File: src/rtl/stopwatch_pkg.sv
// Shared types and constants for the MM:SS stopwatch core.
package stopwatch_pkg;

  typedef enum logic [1:0] {
    ST_PAUSE  = 2'd0,
    ST_RUN    = 2'd1,
    ST_ADJUST = 2'd2
  } sw_state_e;

  // Adjust-select codes; each code equals the digit's index in mmss_t.
  localparam logic [1:0] SEL_SEC_R = 2'b00;
  localparam logic [1:0] SEL_SEC_L = 2'b01;
  localparam logic [1:0] SEL_MIN_R = 2'b10;
  localparam logic [1:0] SEL_MIN_L = 2'b11;

  localparam int TENS_MAX_DEF  = 5;
  localparam int UNITS_MAX_DEF = 9;

  localparam int NUM_DIGITS = 4;

  // [3]=min_l [2]=min_r [1]=sec_l [0]=sec_r
  typedef logic [NUM_DIGITS-1:0][3:0] mmss_t;

  function automatic logic [3:0] clamp_digit(input logic [3:0] v, input logic [3:0] max_v);
    return (v > max_v) ? max_v : v;
  endfunction

endpackage

File: src/rtl/rise_detect.sv
// Rising-edge detector on an already-debounced level; one pulse per press.
module rise_detect (
  input  logic clk,
  input  logic rst,
  input  logic lvl_i,
  output logic rise_o
);

  logic prev_q;

  always_ff @(posedge clk) begin
    if (rst) prev_q <= 1'b0;
    else     prev_q <= lvl_i;
  end

  assign rise_o = lvl_i & ~prev_q;

endmodule

File: src/rtl/stopwatch_core.sv
// MM:SS stopwatch: run/pause/adjust FSM with BCD cascade counter and digit load.
module stopwatch_core
  import stopwatch_pkg::*;
#(
  parameter int SEC_TENS_MAX = TENS_MAX_DEF,
  parameter int UNITS_MAX    = UNITS_MAX_DEF
) (
  input  logic       clk,
  input  logic       rst,
  input  logic       tick_1hz,
  input  logic       tick_adj,
  input  logic       btn_reset,
  input  logic       btn_pause,
  input  logic       adj,
  input  logic [1:0] sel,
  input  logic [3:0] num,
  output logic [3:0] min_l,
  output logic [3:0] min_r,
  output logic [3:0] sec_l,
  output logic [3:0] sec_r,
  output logic       running,
  output logic       adj_active
);

  localparam int          NUM_BTN = 2;
  localparam logic [3:0]  TMAX    = 4'(SEC_TENS_MAX);
  localparam logic [3:0]  UMAX    = 4'(UNITS_MAX);
  localparam mmss_t       DMAX    = {TMAX, UMAX, TMAX, UMAX};

  // Button index 0 = reset, 1 = pause.
  logic [NUM_BTN-1:0] btn_lvl, btn_rise;
  assign btn_lvl = {btn_pause, btn_reset};

  for (genvar b = 0; b < NUM_BTN; b++) begin : g_btn
    rise_detect u_rise (
      .clk    (clk),
      .rst    (rst),
      .lvl_i  (btn_lvl[b]),
      .rise_o (btn_rise[b])
    );
  end

  logic reset_edge, pause_edge;
  assign reset_edge = btn_rise[0];
  assign pause_edge = btn_rise[1];

  sw_state_e state_q, state_d;
  mmss_t     dig_q, dig_d, dig_inc, dig_ld;
  logic      running_q, adj_active_q;

  always_comb begin
    state_d = state_q;
    case (state_q)
      ST_PAUSE:  if (adj) state_d = ST_ADJUST; else if (pause_edge) state_d = ST_RUN;
      ST_RUN:    if (adj) state_d = ST_ADJUST; else if (pause_edge) state_d = ST_PAUSE;
      ST_ADJUST: if (!adj) state_d = ST_PAUSE;
      default:   state_d = ST_PAUSE;
    endcase
  end

  // Ripple-carry BCD increment; digits already at max roll to 0 and carry on.
  always_comb begin
    logic carry;
    carry   = 1'b1;
    dig_inc = dig_q;
    for (int i = 0; i < NUM_DIGITS; i++) begin
      if (carry) begin
        if (dig_q[i] >= DMAX[i]) begin
          dig_inc[i] = 4'd0;
        end else begin
          dig_inc[i] = dig_q[i] + 4'd1;
          carry      = 1'b0;
        end
      end
    end
  end

  always_comb begin
    dig_ld = dig_q;
    case (sel)
      SEL_SEC_R: dig_ld[0] = clamp_digit(num, DMAX[0]);
      SEL_SEC_L: dig_ld[1] = clamp_digit(num, DMAX[1]);
      SEL_MIN_R: dig_ld[2] = clamp_digit(num, DMAX[2]);
      SEL_MIN_L: dig_ld[3] = clamp_digit(num, DMAX[3]);
      default:   dig_ld    = dig_q;
    endcase
  end

  always_comb begin
    dig_d = dig_q;
    if (reset_edge)                          dig_d = '0;
    else if (state_q == ST_ADJUST && tick_adj) dig_d = dig_ld;
    else if (state_q == ST_RUN && tick_1hz)    dig_d = dig_inc;
  end

  always_ff @(posedge clk) begin
    if (rst) begin
      state_q      <= ST_PAUSE;
      dig_q        <= '0;
      running_q    <= 1'b0;
      adj_active_q <= 1'b0;
    end else begin
      state_q      <= state_d;
      dig_q        <= dig_d;
      running_q    <= (state_d == ST_RUN);
      adj_active_q <= (state_d == ST_ADJUST);
    end
  end

  assign min_l      = dig_q[3];
  assign min_r      = dig_q[2];
  assign sec_l      = dig_q[1];
  assign sec_r      = dig_q[0];
  assign running    = running_q;
  assign adj_active = adj_active_q;

endmodule

File: config.mk
export PLATFORM = sky130hd
export DESIGN_NAME = stopwatch_core
export DESIGN_NICKNAME = d
export VERILOG_FILES = /design/src/rtl/stopwatch_pkg.sv /design/src/rtl/rise_detect.sv /design/src/rtl/stopwatch_core.sv
export SDC_FILE = /design/constraint.sdc
export NUM_CORES = 1
export LEC_CHECK = 0
export CAP_MARGIN = 10
export CORE_MARGIN = 2
export CORE_UTILIZATION = 56
export CTS_BUF_LIST = sky130_fd_sc_hd__clkbuf_4
export DETAILED_ROUTE_END_ITERATION = 8
export HOLD_SLACK_MARGIN = 0.15
export PLACE_DENSITY_LB_ADDON = 0.2
export SKIP_CTS_REPAIR_TIMING = 1
export SLEW_MARGIN = 0
export SYNTH_ARGS = -nofsm -noshare
export SYNTH_HDL_FRONTEND = slang
export SYNTH_HIERARCHICAL = 1
export SYNTH_SLANG_ARGS = --single-unit
export TNS_END_PERCENT = 20
File: constraint.sdc
create_clock -name clk -period 3.4 [get_ports clk]
set_input_delay 1.02 -clock clk [delete_from_list [all_inputs] [get_ports clk]]
set_output_delay 1.02 -clock clk [all_outputs]
set_load 0.01 [all_outputs]
# After elaboration in Yosys (flattened, before gate mapping)
# Index checks and enable logic that the tools add are counted.
# word_totals
latchBits,0
rom_bits,0
word_cells,73
mem_count,0
ram_bits,0
regBits,22
output_inout_bits,18
input_bits,13
# op_classes
shifts,0
addsub,4
n_bitwise,4
muxes,26
n_mul,0
eq_ne,11
magnitude_cmp,6
n_reduce_logical,13
n_div,0
# ops
cell,count
$mux 4,13
$mux 16,2
$add 4x1->4 const B,4
$mux 2,5
$reduce_and 3->1,3
$eq 2x2->1 const B,4
$ge 4x3->1 const B,2
$ge 4x4->1 const B,2
$ne 2x1->1 const B,4
$reduce_bool 2->1,4
$eq 2x1->1 const B,3
$pmux 2 s3,1
$mux 1,5
$gt 4x3->1 const B,1
$gt 4x4->1 const B,1
$logic_not 2->1,2
$and 1x1->1,2
$logic_and 1x1->1,2
$not 1->1,2
$reduce_and 2->1,1
$reduce_or 2->1,1

# Logic depth before layout (Yosys ltp)
# depth
word_depth,7
mapped_depth,8
ltp_nobuf,7

# Modules after synthesis
# Netlist, hierarchy kept.
# modules_own_cells
mod,instances,seq_area_each_um2,cells_per_inst,area_per_inst_um2
stopwatch_core,1,400.4,159,1316.3
rise_detect,2,20.0,3,47.5

# Worst setup path before layout
# No wires, ideal clock.
# synth_timing
kind,in2reg
start,in tick_1hz
end,reg dig_q (netlist bit sec_l[3])
required_time_ns,3.333
setup_time_ns,0.067
setup_slack_ns,1.173
arrival_ns,2.161
path_stages,6
path_buffers,1
path_cell_list,nand3b_1 > or3_1 > buf_6 > o21a_4 > or3_4 > a21oi_2
# synth_between
elab_chain_len,3
# synth_rtl
element,line_no,text
start: declaration,stopwatch_core.sv:10,"input logic tick_1hz,"
$logic_and 1x1->1,stopwatch_core.sv:93,else if (state_q == ST_RUN && tick_1hz) dig_d = dig_inc;
$reduce_bool 2->1 (no source line),-,
$reduce_and 3->1 (no source line),-,
end signal: assignment,stopwatch_core.sv:104,dig_q <= dig_d;
end: declaration,stopwatch_core.sv:48,"mmss_t dig_q, dig_d, dig_inc, dig_ld;"
# Every way passes these cells.
# A chain may end at the register's enable or synchronous reset.

# Worst setup path in the final report
# layout_timing
start,in tick_adj
end,reg dig_q (netlist bit min_l[1])
# layout_between
elab_chain_len,3
word_cells_on_any_way,6
classes_between,1 x eq/ne; 1 x mux; 4 x reduce/logical
# layout_rtl
element,line_no,text
start: declaration,stopwatch_core.sv:11,"input logic tick_adj,"
$logic_and 1x1->1 (*),stopwatch_core.sv:92,else if (state_q == ST_ADJUST && tick_adj) dig_d = dig_ld;
$ne 2x1->1 (no source line) / $reduce_bool 2->1 (equally long branches),-,
$reduce_and 3->1 (no source line),-,
# Mark *: on every way between the ends. The rest lies on a longest branch, timed or not.

==> reports/qor.txt <==
Routed Antenna Nets = 0
Status = completed
CTS H-Tree Depth = 1
Fmax = 368.2 MHz
CTS buffer count = 3
Starting DRT DRC Count = 48
Post-synth ARST share = 0%
Synth cell count leaders = dfxtp_1, o21ai_0, a21oi_1
Final WL = 3407 um
RSZ-0062 raised after global routing = false
Period utilization = 79.87%
Setup TNS = 0 ns
Vias = 1350
CP arrival = 2.96 ns
Number of port buffers = 30
Worst-path clk slew = 0.13 ns
Syn Area/Cell = 8.554 um2
Slew headroom = 49.01%
Crit Path Class = in -> reg
Largest cells by area after synthesis = dfxtp_1, ha_1, o21ai_0, a21oi_1, nor2b_4
Crit-path cells = clkdlybuf4s50_1, nand3b_1, nor3b_1, nor2b_1, a21oi_1, a211oi_1
Top-count cell post-synth = dfxtp_1
Top FF cell, synth = dfxtp_1
Peak supply drop = 0.2854 mV
DIE AREA = 0.002938 mm2
Syn_nets = 190
DRC = 0
CP max-delay cell = clkdlybuf4s50_1
PwrDens = 306.0 mW/mm2
Vias in the first global route = 1213
GPL Wtd Cong = 0.8503
Worst-Margin Slew = 0.7649 ns
Final setup fails = 0
CP max stage delay = 0.50 ns
Number of synthesized flops with an enable pin = 0
Worst Hold Class = reg -> reg
Fin Clk Skew = 0.001942 ns
CTS tree = built
Grt ovf = 0
Synth Instances = 165
Register area share after synthesis = 31.21%
CP endpoint kind = register
Clock Root Buffer = clkbuf_4
LEAKAGE = 0.6298 nW
Max-cap viol count = 0
Worst setup SP type = input pin
Area growth syn-to-layout = 25.71%
Post-synth top area cell = dfxtp_1
Synth top area share = 31.21%
DP HPWL = 2540 um
Netlist cell types = 40
Die Y = 54.20 um
Initial antenna violation count = 0
Io pins = 31
Total power = 542.8 uW
Share of cells above drive strength 1 = 8.673%
Starting Density = 58.02%
Clk sinks = 22
Yosys warnings = 6
Drt wl/cell = 15.08 um
Pin count of the biggest net entering global routing = 16
First-pass GRT wire length = 5299 um
Final #Nets = 222
Max-slew violation count = 0
Synthesized flop and latch total = 22
Clock latency on the worst-skew pair = 0.31 ns
Final hold violations = 0
Critical path required time = 3.64 ns
Critical Path Fanout Max = 15
Core footprint = 0.002432 mm2
Length of the first detailed-routing pass in iterations = 4
GRT Total Usage = 25.14%
Mapped cell area = 0.001411 mm2
Site row count = 18
Worst-case clock buffer depth = 2
Crit path time final = 2.716 ns
Number of diodes = 0
Via-per-instance ratio = 5.973
DIE WIDTH = 54.20 um
critical path: cells and delay by family:
kind | cells | cell delay, ns
compound gates | 2 | 0.28
simple gates | 3 | 1.16
buf+inv | 1 | 0.50
per-stage QoR:
step           hold WS (ns)  instance area (um2)  setup slack (ns)  utilization (%)  cells
6_report             0.5077                 1774            0.6844            72.94    226
5_1_grt              0.5319                 1774            0.4805            72.94    226
4_1_cts              0.5129                 1774            0.7335            72.94    226
3_5_place_dp         0.4934                 1722            0.4240            70.78    222
3_3_place_gp         0.4850                 1722            0.5256            70.78    222
2_1_floorplan        0.5046                 1411             1.173                -    165
report_power, final:
part / switching (mW) / internal, mW
Clock: 0.0854 / 0.119
Sequential: 0.00618 / 0.263
Combinational: 0.0346 / 0.0344
layer usage:
layer,vias to the layer above,track usage [%],share of wire [%]
li1,662,-,-
met1,633,30.44,43
met2,49,42.97,50
met3,6,4.444,6.1
met4,0,11.25,1.4
met5,-,0,0
cells in the final DEF (no fill, tap or decap), types with 7 or more instances in the layout:
master and instances:
inv_1 13, clkdlybuf4s50_1 30, dfxtp_1 22, nor2_1 10, nor3b_1 7, a21oi_1 15
a211oi_1 7, nand2_1 9, ha_1 12, o21ai_0 18
registers in the layout, summed over array words and instances (netlist names):
signal,count
min_l,4
min_r,4
sec_l,4
sec_r,4
g_btn.u_rise/prev_q,2
state_q,2
adj_active,1
running,1
kinds of logic after synthesis:
family                   synth area share (%)
AO/OA/AOI/OAI                           26.95
flip-flops                              31.21
AND/OR/NAND/NOR                         23.94
multiplexers                           0.7092
adder cells (fa/ha/maj)                 10.64
XOR/XNOR                               0.6207
buffers and inverters                   5.940
final timing paths:
path | startpoint | end | slack (ns) | cells after the start
hold reg to reg | sec_r[3]$_SDFFE_PP0P_ | sec_r[3]$_SDFFE_PP0P_ | 0.51 | 2
setup / recovery | tick_adj | min_l[1]$_SDFFE_PP0P_ | 0.68 | 6
setup reg to reg | sec_l[1]$_SDFFE_PP0P_ | sec_l[0]$_SDFFE_PP0P_ | 1.15 | 7
hold / removal | sec_r[3]$_SDFFE_PP0P_ | sec_r[3]$_SDFFE_PP0P_ | 0.51 | 2
final cells by class:
cell class | count | area [um2]
Tap cell | 30 | 37.54
Timing Repair Buffer | 31 | 307.8
Clock inverter | 1 | 30.03
Inverter | 13 | 48.80
Multi-Input combinational cell | 126 | 887.1
Fill cell | 202 | 658.1
Clock buffer | 3 | 22.52
Sequential cell | 22 | 440.4
Note: power is estimated with default switching activity, not from simulation.
